`src/rtl/seg7_scan_if.sv`:
```
// Display-word bus between the GPIO block and the seven-segment scan driver.
`timescale 1ns/1ps
interface seg7_scan_if;
  logic        EN;
  logic [15:0] DIN;
  logic [3:0]  DP_IN;
  logic [3:0]  AN;
  logic [6:0]  SEG;
  logic        DP;
  logic        FRAME_STB;

  modport master (
    output EN, DIN, DP_IN,
    input  AN, SEG, DP, FRAME_STB
  );

  modport slave (
    input  EN, DIN, DP_IN,
    output AN, SEG, DP, FRAME_STB
  );
endinterface

```
`src/rtl/seg7_scan.sv`:
```
// Four-digit multiplexed common-anode seven-segment scan driver with per-frame snapshot.
// Optional leading-zero blanking is enabled by defining SEG7_LZ_BLANK_EN.
`timescale 1ns/1ps
module seg7_scan #(
  parameter int unsigned PRESCALE = 50000,
  parameter int unsigned GAP      = 1000
) (
  input logic        CLK,
  input logic        RST_n,
  seg7_scan_if.slave bus
);

  localparam int unsigned CntW    = (PRESCALE > 1) ? $clog2(PRESCALE) : 1;
  localparam logic [CntW-1:0] CntLast = CntW'(PRESCALE - 1);
  localparam logic [CntW-1:0] GapLast = CntW'(GAP - 1);

  typedef enum logic [0:0] {StGap, StOn} phase_e;

  phase_e          state_q, state_d;
  logic [CntW-1:0] cnt_q, cnt_d;
  logic [1:0]      idx_q, idx_d;
  logic [15:0]     shadow_q, shadow_d;
  logic [3:0]      dpsh_q, dpsh_d;
  logic [3:0]      an_q, an_d;
  logic [6:0]      seg_q, seg_d;
  logic            dp_q, dp_d;
  logic            stb_q, stb_d;

  logic [3:0]      nib;
  logic [3:0]      an_sel;
  logic [6:0]      hex;
  logic            blank_lz;

  // Nibble and anode pattern for the digit currently being scanned.
  always_comb begin
    nib    = 4'h0;
    an_sel = 4'hF;
    unique case (idx_q)
      2'd0: begin nib = shadow_q[3:0];   an_sel = 4'b1110; end
      2'd1: begin nib = shadow_q[7:4];   an_sel = 4'b1101; end
      2'd2: begin nib = shadow_q[11:8];  an_sel = 4'b1011; end
      2'd3: begin nib = shadow_q[15:12]; an_sel = 4'b0111; end
    endcase
  end

  // Active-low gfedcba hex font.
  always_comb begin
    hex = 7'h7F;
    unique case (nib)
      4'h0: hex = 7'b1000000;
      4'h1: hex = 7'b1111001;
      4'h2: hex = 7'b0100100;
      4'h3: hex = 7'b0110000;
      4'h4: hex = 7'b0011001;
      4'h5: hex = 7'b0010010;
      4'h6: hex = 7'b0000010;
      4'h7: hex = 7'b1111000;
      4'h8: hex = 7'b0000000;
      4'h9: hex = 7'b0010000;
      4'hA: hex = 7'b0001000;
      4'hB: hex = 7'b0000011;
      4'hC: hex = 7'b1000110;
      4'hD: hex = 7'b0100001;
      4'hE: hex = 7'b0000110;
      4'hF: hex = 7'b0001110;
    endcase
  end

`ifdef SEG7_LZ_BLANK_EN
  // lz[i]: nibbles i..3 of the snapshot are all zero; digit 0 is never blanked.
  logic [3:0] lz;
  always_comb begin
    lz[3] = (shadow_q[15:12] == 4'h0);
    lz[2] = lz[3] && (shadow_q[11:8] == 4'h0);
    lz[1] = lz[2] && (shadow_q[7:4] == 4'h0);
    lz[0] = 1'b0;
  end
  assign blank_lz = lz[idx_q];
`else
  assign blank_lz = 1'b0;
`endif

  always_comb begin
    state_d  = state_q;
    cnt_d    = cnt_q;
    idx_d    = idx_q;
    shadow_d = shadow_q;
    dpsh_d   = dpsh_q;
    an_d     = 4'hF;
    seg_d    = 7'h7F;
    dp_d     = 1'b1;
    stb_d    = 1'b0;

    if (!bus.EN) begin
      state_d = StGap;
      cnt_d   = '0;
      idx_d   = 2'd0;
    end else begin
      if (cnt_q == '0 && idx_q == 2'd0) begin
        shadow_d = bus.DIN;
        dpsh_d   = bus.DP_IN;
        stb_d    = 1'b1;
      end

      if (cnt_q == CntLast) begin
        state_d = StGap;
        cnt_d   = '0;
        idx_d   = idx_q + 2'd1;
      end else begin
        cnt_d = cnt_q + CntW'(1);
        if (cnt_q == GapLast) state_d = StOn;
      end

      unique case (state_q)
        StGap: ;
        StOn: begin
          dp_d = ~dpsh_q[idx_q];
          if (!blank_lz) begin
            an_d  = an_sel;
            seg_d = hex;
          end
        end
      endcase
    end
  end

  always_ff @(posedge CLK or negedge RST_n) begin
    if (!RST_n) begin
      state_q  <= StGap;
      cnt_q    <= '0;
      idx_q    <= 2'd0;
      shadow_q <= 16'h0000;
      dpsh_q   <= 4'h0;
      an_q     <= 4'hF;
      seg_q    <= 7'h7F;
      dp_q     <= 1'b1;
      stb_q    <= 1'b0;
    end else begin
      state_q  <= state_d;
      cnt_q    <= cnt_d;
      idx_q    <= idx_d;
      shadow_q <= shadow_d;
      dpsh_q   <= dpsh_d;
      an_q     <= an_d;
      seg_q    <= seg_d;
      dp_q     <= dp_d;
      stb_q    <= stb_d;
    end
  end

  assign bus.AN        = an_q;
  assign bus.SEG       = seg_q;
  assign bus.DP        = dp_q;
  assign bus.FRAME_STB = stb_q;

endmodule
```
`src/flat_wrapper.sv`:
```
// flat-port wrapper written by rule: the top's interface ports become plain ports
module seg7_scan_flat 
#(
  parameter int unsigned PRESCALE = 50000,
  parameter int unsigned GAP      = 1000
)
  (CLK, RST_n, bus_EN, bus_DIN, bus_DP_IN, bus_AN, bus_SEG, bus_DP, bus_FRAME_STB);
  seg7_scan_if bus_i ();
  input logic CLK;
  input logic RST_n;
  input wire logic [$bits(bus_i.EN)-1:0] bus_EN;
  input wire logic [$bits(bus_i.DIN)-1:0] bus_DIN;
  input wire logic [$bits(bus_i.DP_IN)-1:0] bus_DP_IN;
  output wire logic [$bits(bus_i.AN)-1:0] bus_AN;
  output wire logic [$bits(bus_i.SEG)-1:0] bus_SEG;
  output wire logic [$bits(bus_i.DP)-1:0] bus_DP;
  output wire logic [$bits(bus_i.FRAME_STB)-1:0] bus_FRAME_STB;
  assign bus_i.EN = bus_EN;
  assign bus_i.DIN = bus_DIN;
  assign bus_i.DP_IN = bus_DP_IN;
  assign bus_AN = bus_i.AN;
  assign bus_SEG = bus_i.SEG;
  assign bus_DP = bus_i.DP;
  assign bus_FRAME_STB = bus_i.FRAME_STB;
  seg7_scan #(.PRESCALE(PRESCALE), .GAP(GAP)) u_core (.CLK(CLK), .RST_n(RST_n), .bus(bus_i));
endmodule
```
`config.mk`:
```
export PLATFORM = sky130hd
export DESIGN_NAME = seg7_scan_flat
export DESIGN_NICKNAME = d
export VERILOG_FILES = /design/src/rtl/seg7_scan_if.sv /design/src/rtl/seg7_scan.sv /design/src/flat_wrapper.sv
export SDC_FILE = /design/constraint.sdc
export NUM_CORES = 1
export LEC_CHECK = 0
export ABC_AREA = 0
export CAP_MARGIN = 15
export CORE_MARGIN = 3
export CORE_UTILIZATION = 45
export DETAILED_ROUTE_END_ITERATION = 10
export HOLD_SLACK_MARGIN = 0.08
export PLACE_DENSITY = 0.68
export SLEW_MARGIN = 20
export SYNTH_ARGS = -nofsm -noshare
export SYNTH_HDL_FRONTEND = slang
export SYNTH_SLANG_ARGS = --single-unit
```
`constraint.sdc`:
```
create_clock -name CLK -period 2.8 [get_ports CLK]
set_clock_uncertainty 0.1 [all_clocks]
set_input_delay 0.28 -clock CLK [delete_from_list [all_inputs] [get_ports CLK]]
set_output_delay 0.28 -clock CLK [all_outputs]
set_load 0.01 [all_outputs]
```
---- After elaboration in Yosys (flattened, before gate mapping) ----
Memories as Yosys holds them, arrays and structs flattened.
Cells that the tools add are included.
word-level totals
  flip-flop bits (word level) ............. 52
  bits in read-only memories .............. 112
  word-level logic and storage cells ...... 44
  memories ................................ 1
operators by class
  add/sub/neg operators ................... 2
  $lt $le $gt $ge ......................... 1
  equality and inequality tests ........... 7
  multiplexer cells ....................... 19
  bitwise gates (word level) .............. 1
  reductions and logical operators ........ 4
memories
  name              depth  bits a word  rd ports  clocked after Yosys merged registers in  write ports  RTL line         text
  (name not given)  16     7            1         0                                        0            seg7_scan.sv:49  unique case (nib)
operators by type and width
  kind                     number
  $mux W16                 2
  $pmux W4 S4              2
  $add A16 B1 Y16 const B  1
  $eq A16 B10 Y1 const B   1
  $eq A16 B16 Y1 const B   1
  $logic_not A16 Y1        1
  $mux W7                  2
  $mux W1                  8
  $mux W4                  2
  $eq A2 B2 Y1 const B     2
  $mux W2                  2
  $lt A2 B3 Y1 const B     1
  $ne A3 B1 Y1 const B     1
  $add A2 B1 Y2 const B    1
  $bmux W1 S2              1
  $eq A2 B1 Y1 const B     1
  $logic_not A2 Y1         1
  $ne A2 B1 Y1 const B     1
  $reduce_and A2 Y1        1
  $logic_and A1 B1 Y1      1
  $not A1 Y1               1

---- Logic depth before layout (Yosys ltp) ----
Gate-level depths: netlist (run 1).
  depth in word-level cells ............... 5
  depth in mapped cells ................... 11

---- Least setup slack after synthesis (run 1) ----
Ideal clock, no wire load.
  path kind ............................... register to register
  start ................................... register u_core.cnt_q[11]
  end ..................................... register u_core.shadow_q[10]
  library setup time ...................... 0.125 ns
  data arrival time ....................... 2.324 ns
  data required time ...................... 2.575 ns
  slack ................................... 0.251 ns
  cell stages (with the launch flop) ...... 6
  path through ............................ dfrtp_1 -> or4_4 -> or4_4 -> nor4_4 -> buf_6 -> mux2_2
between the ends
  word-level cells in the longest chain between the ends .. 3
ends and longest elaborated chain
  item                         RTL line          text
  start: declaration           seg7_scan.sv:20   logic [CntW-1:0] cnt_q, cnt_d;
  start signal: assignment     seg7_scan.sv:140  cnt_q <= cnt_d;
  $logic_not A16 Y1            seg7_scan.sv:99   if (cnt_q == '0 && idx_q == 2'd0) begin
  $logic_and A1 B1 Y1          seg7_scan.sv:99
  $reduce_and A2 Y1 (no line)  -
  end signal: assignment       seg7_scan.sv:142  shadow_q <= shadow_d;
  end: declaration             seg7_scan.sv:22   logic [15:0] shadow_q, shadow_d;
No other way between the ends.
A chain may end at the register's enable or synchronous reset.

---- Worst setup path in the final report (run 1) ----
  start ................................... register u_core.cnt_q[10]
  end ..................................... register u_core.shadow_q[7]
The elaborated chain is that of the path after synthesis.

==> impl_results.md, run 1 <==
* Routed Antenna Nets at 0
* Max-slew headroom at between 60 and 70%
* Synth Instances at approximately 220
* R2R cell count at 5
* Clock Pin Slew Worst Setup and Hold Paths at around 0.09 ns
* Nets@finish at slightly below 300
* Hold Violations, Final at 0
* Clock share of power at 25.4%
* First-pass GRT wire length at around 8300 um
* Syn nets at 258
* Comb power frac at about a fifth
* Top Family by Delay on Critical Path: simple AND/OR/NAND/NOR gates
* Starting Density at approximately half
* Power Density at ~520 nW/um^2
* Share of cells above drive strength 1 at between 10% and 20%
* Sw Share at approximately 27%
* Synth warnings at 0
* Die width at between 80 and 90 um
* RR Startpoint: u_core.cnt_q[10]$_DFF_PN0_
* Reg power frac at between 50% and 60%
* Worst Hold Class: in2async
* Crit path DAT at around 2.7 ns
* Synthesized area at about 2500 um^2
* Reg-to-reg slack, setup at approximately 0.24 ns
* Setup TNS at 0 ns
* Clk root buf: clkbuf_8
* Vias per cell at 5.162
* Max VDD drop at about 0.32 mV
* N_diodes at 0
* DR pass1 iterations at 4
* Unrepaired setup endpoints after global routing: no
* Grt total ovfl at 0
* Fmax achieved at between 0.3 and 0.4 GHz
* P_leak at around 1.3 nW
* CTS buffer count at 5
* Antenna violations before repair at 0
* Final period utilization at approximately 91%
* H-tree level count at 2
* Unique cell type count in the Yosys netlist at 36
* Pin count of the biggest net entering global routing at 47
* Internal at between 1 and 1.5 mW
* Crit path buf inv count at 1
* Die area at between 6000 and 7000 um^2
* Critical Path Start Type: flop
* CP Capture Type: flop
* Setup Fix Bufs, Post-CTS at 0
* Net switching power at about 0.44 mW
* Status: completed
* TritonCTS sink count at 52
* Global Route Usage Sum at 16.66%
* Chip Height at roughly 80 um
* Register area share after synthesis at a little over half
* Slowest-stage cell, CP: or4_4
* Final setup fails at 0
* Longest Clk Path Bufs at 2
* Largest stage delay on the critical path at between 0.5 and 0.6 ns
* XOR/XNOR share of the synthesized area at just over 5%
* Mux cell area share after synthesis at roughly 11%
* Number of synthesized flops with an enable pin at 0
* Async SR Flop Fraction at 100.0%
* Reg-to-reg endpoint: u_core.shadow_q[7]$_DFFE_PN0P_
* MaxCap Viol Count at 0
* Core area at between 5000 and 6000 um^2
* I/O pins at 36
* CP dominant cell by count: or4_4
* Clk_lat worst skew at around 0.31 ns
* Main combinational cell family by area after synthesis: simple AND/OR/NAND/NOR gates
* Kind of critical path: reg2reg
* Simple-gate share of the synthesized area at 14.59%
* Maximum fanout along the worst path at 23
* DRC viols at 0
* Slew @ Worst Pin at approximately 0.46 ns
* Drt first-iter violations at 76
* Final HPWL DP at about 3300 um
* Routed vias at approximately 1,700
* Synth Area in Adders at approximately 6.4%
* WHS at roughly 0.3 ns
* Most used DFF post-synth: dfrtp_1
* Final GP Congestion at between 0.8 and 0.9
* Routed wire length at roughly 4700 um
* Fin area at around 3000 um^2
* Post-synthesis compound-gate area fraction at under 10%
* Final Critical Period at approximately 2.6 ns
* CTS tree: built
* CP cell instances: or4_4, or4_4, nor4_4, buf_12, mux2_2
* FP Rows at 26
* Fin. max-slew vios at 0
* Vias in the first global route at about 1,800
* Area after DPL at roughly 3000 um^2
* Yosys reg bits at 52
* Area grow syn2layout at 21.76%
* WL per Instance at roughly 14 um
* Average size of a mapped cell at approximately 11 um^2
* Required time of the critical path at just under 3 ns
* IO Port Bufs at 35
Yosys cell counts (all sizes together), types with 3 or more instances:
master | n | share of area [%]
nor4 | 4 | 2.2
clkbuf | 4 | 0.59
nand2 | 19 | 2.8
a21oi | 3 | 0.59
a222oi | 4 | 1.6
mux2 | 18 | 8.0
ha | 13 | 6.4
xnor2 | 5 | 1.7
buf | 4 | 1.5
xor2 | 10 | 3.5
mux2i | 6 | 2.4
and2 | 3 | 0.74
o21ai | 8 | 1.6
dfrtp | 40 | 40
dfstp | 12 | 12
nand3 | 7 | 1.4
inv | 12 | 1.8
nor3 | 3 | 0.59
a31oi | 3 | 0.74
nand4 | 4 | 0.99
nor2 | 25 | 3.7
worst register-to-register path, delay by kind of cell (launching register included):
kind	cells	cell delay, ns
buf+inv	1	0.21
simple gates	3	1.35
flops	1	0.44
mux	1	0.36
per-stage QoR:
stage	power, mW	util, %	setup WS, ns	instances
2_1_floorplan	1.092	-	0.2512	222
3_3_place_gp	1.194	56.03	0.2722	323
3_5_place_dp	1.202	56.03	0.2005	323
4_1_cts	1.615	57.76	0.1514	332
5_1_grt	1.712	58.45	0.03273	333
6_report	1.610	58.45	0.2418	333
kinds of logic after synthesis:
kind of cell / count (synthesis)
flops: 52
mux: 25
buf+inv: 21
fa+ha+maj: 13
simple gates: 72
xor+xnor: 15
compound gates: 24
metal layers:
| layer | share of wire, % | GRT usage [%] | vias to the layer above |
|---|---|---|---|
| met1 | 44 | 20.95 | 833 |
| met2 | 50 | 28.08 | 36 |
| met5 | 0 | 0 | - |
| met4 | 1.5 | 4.561 | 0 |
| met3 | 4.4 | 4.767 | 8 |
| li1 | - | - | 842 |
what timing repair did:
item,CTS,global route
setup endpoints to repair,0,4
gates resized for setup,0,4
hold buffers,1,0
hold endpoints to repair,14,0
registers in the layout, indices dropped and copies added (netlist names):
name / cells
u_core.idx_q: 2
u_core.shadow_q: 16
u_core.state_q: 1
u_core.bus.SEG: 7
u_core.bus.FRAME_STB: 1
u_core.dpsh_q: 4
u_core.bus.DP: 1
u_core.bus.AN: 4
u_core.cnt_q: 16
area by class of cell:
type	instances	area [um^2]
timing repair buffer	41	417.9
fill	456	2190
inverter	13	48.80
tap	70	87.58
clock inverter	1	5.005
multi-input combinational	149	1129
sequential	52	1316
clock buffer	7	76.32
power groups by stage:
stage | Sequential (mW) | Clock (mW) | Combinational [mW]
after floorplan | 0.873 | 0 | 0.219
after global placement | 0.885 | 0 | 0.309
after detailed placement | 0.886 | 0 | 0.316
after CTS | 0.872 | 0.423 | 0.320
after global routing | 0.883 | 0.460 | 0.369
final | 0.874 | 0.409 | 0.327
worst max path at each step:
stage / endpoint / cells after the start / slack, ns / from
2_1_floorplan: u_core.shadow_q[10]$_DFFE_PN0P_ / 5 / 0.25 / u_core.cnt_q[11]$_DFF_PN0_
3_3_place_gp: u_core.shadow_q[11]$_DFFE_PN0P_ / 5 / 0.27 / u_core.cnt_q[10]$_DFF_PN0_
3_5_place_dp: u_core.bus.SEG[4]$_DFF_PN1_ / 9 / 0.20 / u_core.idx_q[0]$_DFFE_PN0N_
4_1_cts: u_core.bus.SEG[4]$_DFF_PN1_ / 9 / 0.15 / u_core.idx_q[0]$_DFFE_PN0N_
5_1_grt: u_core.bus.SEG[3]$_DFF_PN1_ / 9 / 0.03 / u_core.idx_q[0]$_DFFE_PN0N_
6_report: u_core.shadow_q[7]$_DFFE_PN0P_ / 5 / 0.24 / u_core.cnt_q[10]$_DFF_PN0_
cells in the final DEF, fill, tap and decap left out, drive strengths merged, types with 2 or more instances in the layout:
cell,Yosys,routed
a222oi,4,4
nand2b,2,2
dfstp,12,12
nand3,7,7
a31oi,3,3
clkbuf,4,7
mux2,18,18
clkdlybuf4s50,0,34
xor2,10,10
buf,4,6
nor4,4,4
xnor2,5,5
ha,13,13
or4,2,2
o221ai,2,2
mux2i,6,6
a21oi,3,3
inv,12,12
and2,3,3
nand4,4,4
o21ai,8,8
dfrtp,40,40
nor3,3,3
nand2,19,19
clkinv,1,2
nor2,25,25
(Power assumes the default switching activity.)
==> run 2: changes to the inputs <==
--- a/config.mk
+++ b/config.mk
@@ -8,10 +8,10 @@
 export ABC_AREA = 0
 export CAP_MARGIN = 15
 export CORE_MARGIN = 3
-export CORE_UTILIZATION = 45
+export CORE_UTILIZATION = 54
 export DETAILED_ROUTE_END_ITERATION = 10
 export HOLD_SLACK_MARGIN = 0.08
-export PLACE_DENSITY = 0.68
+export PLACE_DENSITY_LB_ADDON = 0.1
 export SLEW_MARGIN = 20
 export SYNTH_ARGS = -nofsm -noshare
 export SYNTH_HDL_FRONTEND = slang
==> impl_results.md, run 2 (synthesis results as in run 1) <==
* Status: completed
* TritonCTS sink count at 52
* Pin count of the biggest net entering global routing at 47
* I/O pins at 36
* Reg-to-reg slack, setup at around 0.21 ns
* R2R cell count at 5
* Max VDD drop at between 0.4 and 0.5 mV
* Starting Density at a little under three fifths
* Die width at around 74 um
* Fmax achieved at a little under 0.4 GHz
* Clk_lat worst skew at between 0.3 and 0.4 ns
* CTS tree: built
* Setup Fix Bufs, Post-CTS at 0
* Global Route Usage Sum at about a fifth
* Routed Antenna Nets at 0
* Final Critical Period at ~2.6 ns
* Nets@finish at around 300
* Drt first-iter violations at approximately 140
* Kind of critical path: reg2reg
* Share of cells above drive strength 1 at between 10% and 20%
* Unrepaired setup endpoints after global routing: no
* Fin area at about 3000 um^2
* Setup TNS at 0 ns
* Final setup fails at 0
* Die area at approximately 5500 um^2
* IO Port Bufs at 35
* FP Rows at 24
* WHS at 0.4036 ns
* Final HPWL DP at roughly 3300 um
* Area after DPL at 2930 um^2
* DRC viols at 0
* Setup ws final at ~0.21 ns
* Core area at approximately 4400 um^2
* CP Capture Type: flop
* Hold Violations, Final at 0
* Clk root buf: clkbuf_8
* CTS buffer count at 5
* Vias in the first global route at between 1,500 and 2,000
* WL per Instance at 14.85 um
* Clock Pin Slew Worst Setup and Hold Paths at ~0.090 ns
* Chip Height at about 74 um
* First-pass GRT wire length at 7790 um
* Required time of the critical path at about 2.9 ns
* Slew @ Worst Pin at 0.9151 ns
* Fin util at approximately two thirds
* Maximum fanout along the worst path at 19
* Most common cell after layout, fill and taps aside: dfrtp_1
* Final period utilization at between 90 and 100%
* Crit path DAT at ~2.7 ns
* Routed vias at 1,693
* MaxCap Viol Count at 0
* Max-slew headroom at 37.25%
* Power Density at around 560 nW/um^2
* Place WS at between 0.2 and 0.25 ns
* N_diodes at 0
* Pwr Total at approximately 1.7 mW
* Fin. max-slew vios at 0
* Most frequent cells in the layout: dfrtp_1 (40), clkdlybuf4s50_1 (34), nor2_1 (25)
* H-tree level count at 2
* Area grow syn2layout at 20.57%
* Grt total ovfl at 0
* P_leak at roughly 1.3 nW
* Vias per cell at 5.392
* Longest Clk Path Bufs at 2
* Routed wire length at roughly 4700 um
* Critical Path Start Type: flop
* Final GP Congestion at 0.8100
* Worst Hold Class: in2async
* DR pass1 iterations at 7
* Cell total after placement at roughly 310
* Non-Filler Instances at 314
* Antenna violations before repair at 0
run 2: routing by layer:
metal / GRT usage [%] / share of wire (%)
met1: 24.39 / 47
met2: 30.63 / 46
met3: 4.324 / 4.8
met4: 8.300 / 2.1
met5: 0 / 0
run 2: power by group:
group	switching (mW)	internal, mW
clock network	0.246	0.265
logic	0.162	0.153
registers	0.0456	0.831
total	0.454	1.25
run 2: worst paths after layout:
kind | from | end
worst max register to register | u_core.cnt_q[10]$_DFF_PN0_ | u_core.shadow_q[9]$_DFFE_PN0P_
worst min register to register | u_core.dpsh_q[2]$_DFFE_PN0P_ | u_core.dpsh_q[2]$_DFFE_PN0P_
worst max-delay path | u_core.cnt_q[10]$_DFF_PN0_ | u_core.shadow_q[9]$_DFFE_PN0P_
min in group CLK | u_core.dpsh_q[2]$_DFFE_PN0P_ | u_core.dpsh_q[2]$_DFFE_PN0P_
max in group asynchronous | RST_n | u_core.bus.SEG[5]$_DFF_PN1_
worst min-delay path | RST_n | u_core.shadow_q[8]$_DFFE_PN0P_
run 2: cell type report:
class	instances	area, um^2
Clock buffer	6	72.57
Clock inverter	2	35.03
Fill cell	353	1394
Inverter	13	48.80
Multi-Input combinational cell	149	1112
Sequential cell	52	1316
Tap cell	52	65.06
Timing Repair Buffer	40	400.4
run 2: worst max-delay path: stages (launching register included):
cell,delay (ns)
dfrtp_1,0.44
or4_4,0.53
or4_4,0.48
nor4_4,0.38
buf_12,0.20
mux2_2,0.34
run 2: timing repair:
item                                   in CTS  in global routing
resized for setup                           0                  1
setup endpoints to repair                   0                  4
hold buffers                                1                  0
endpoints found under the hold margin      40                  0
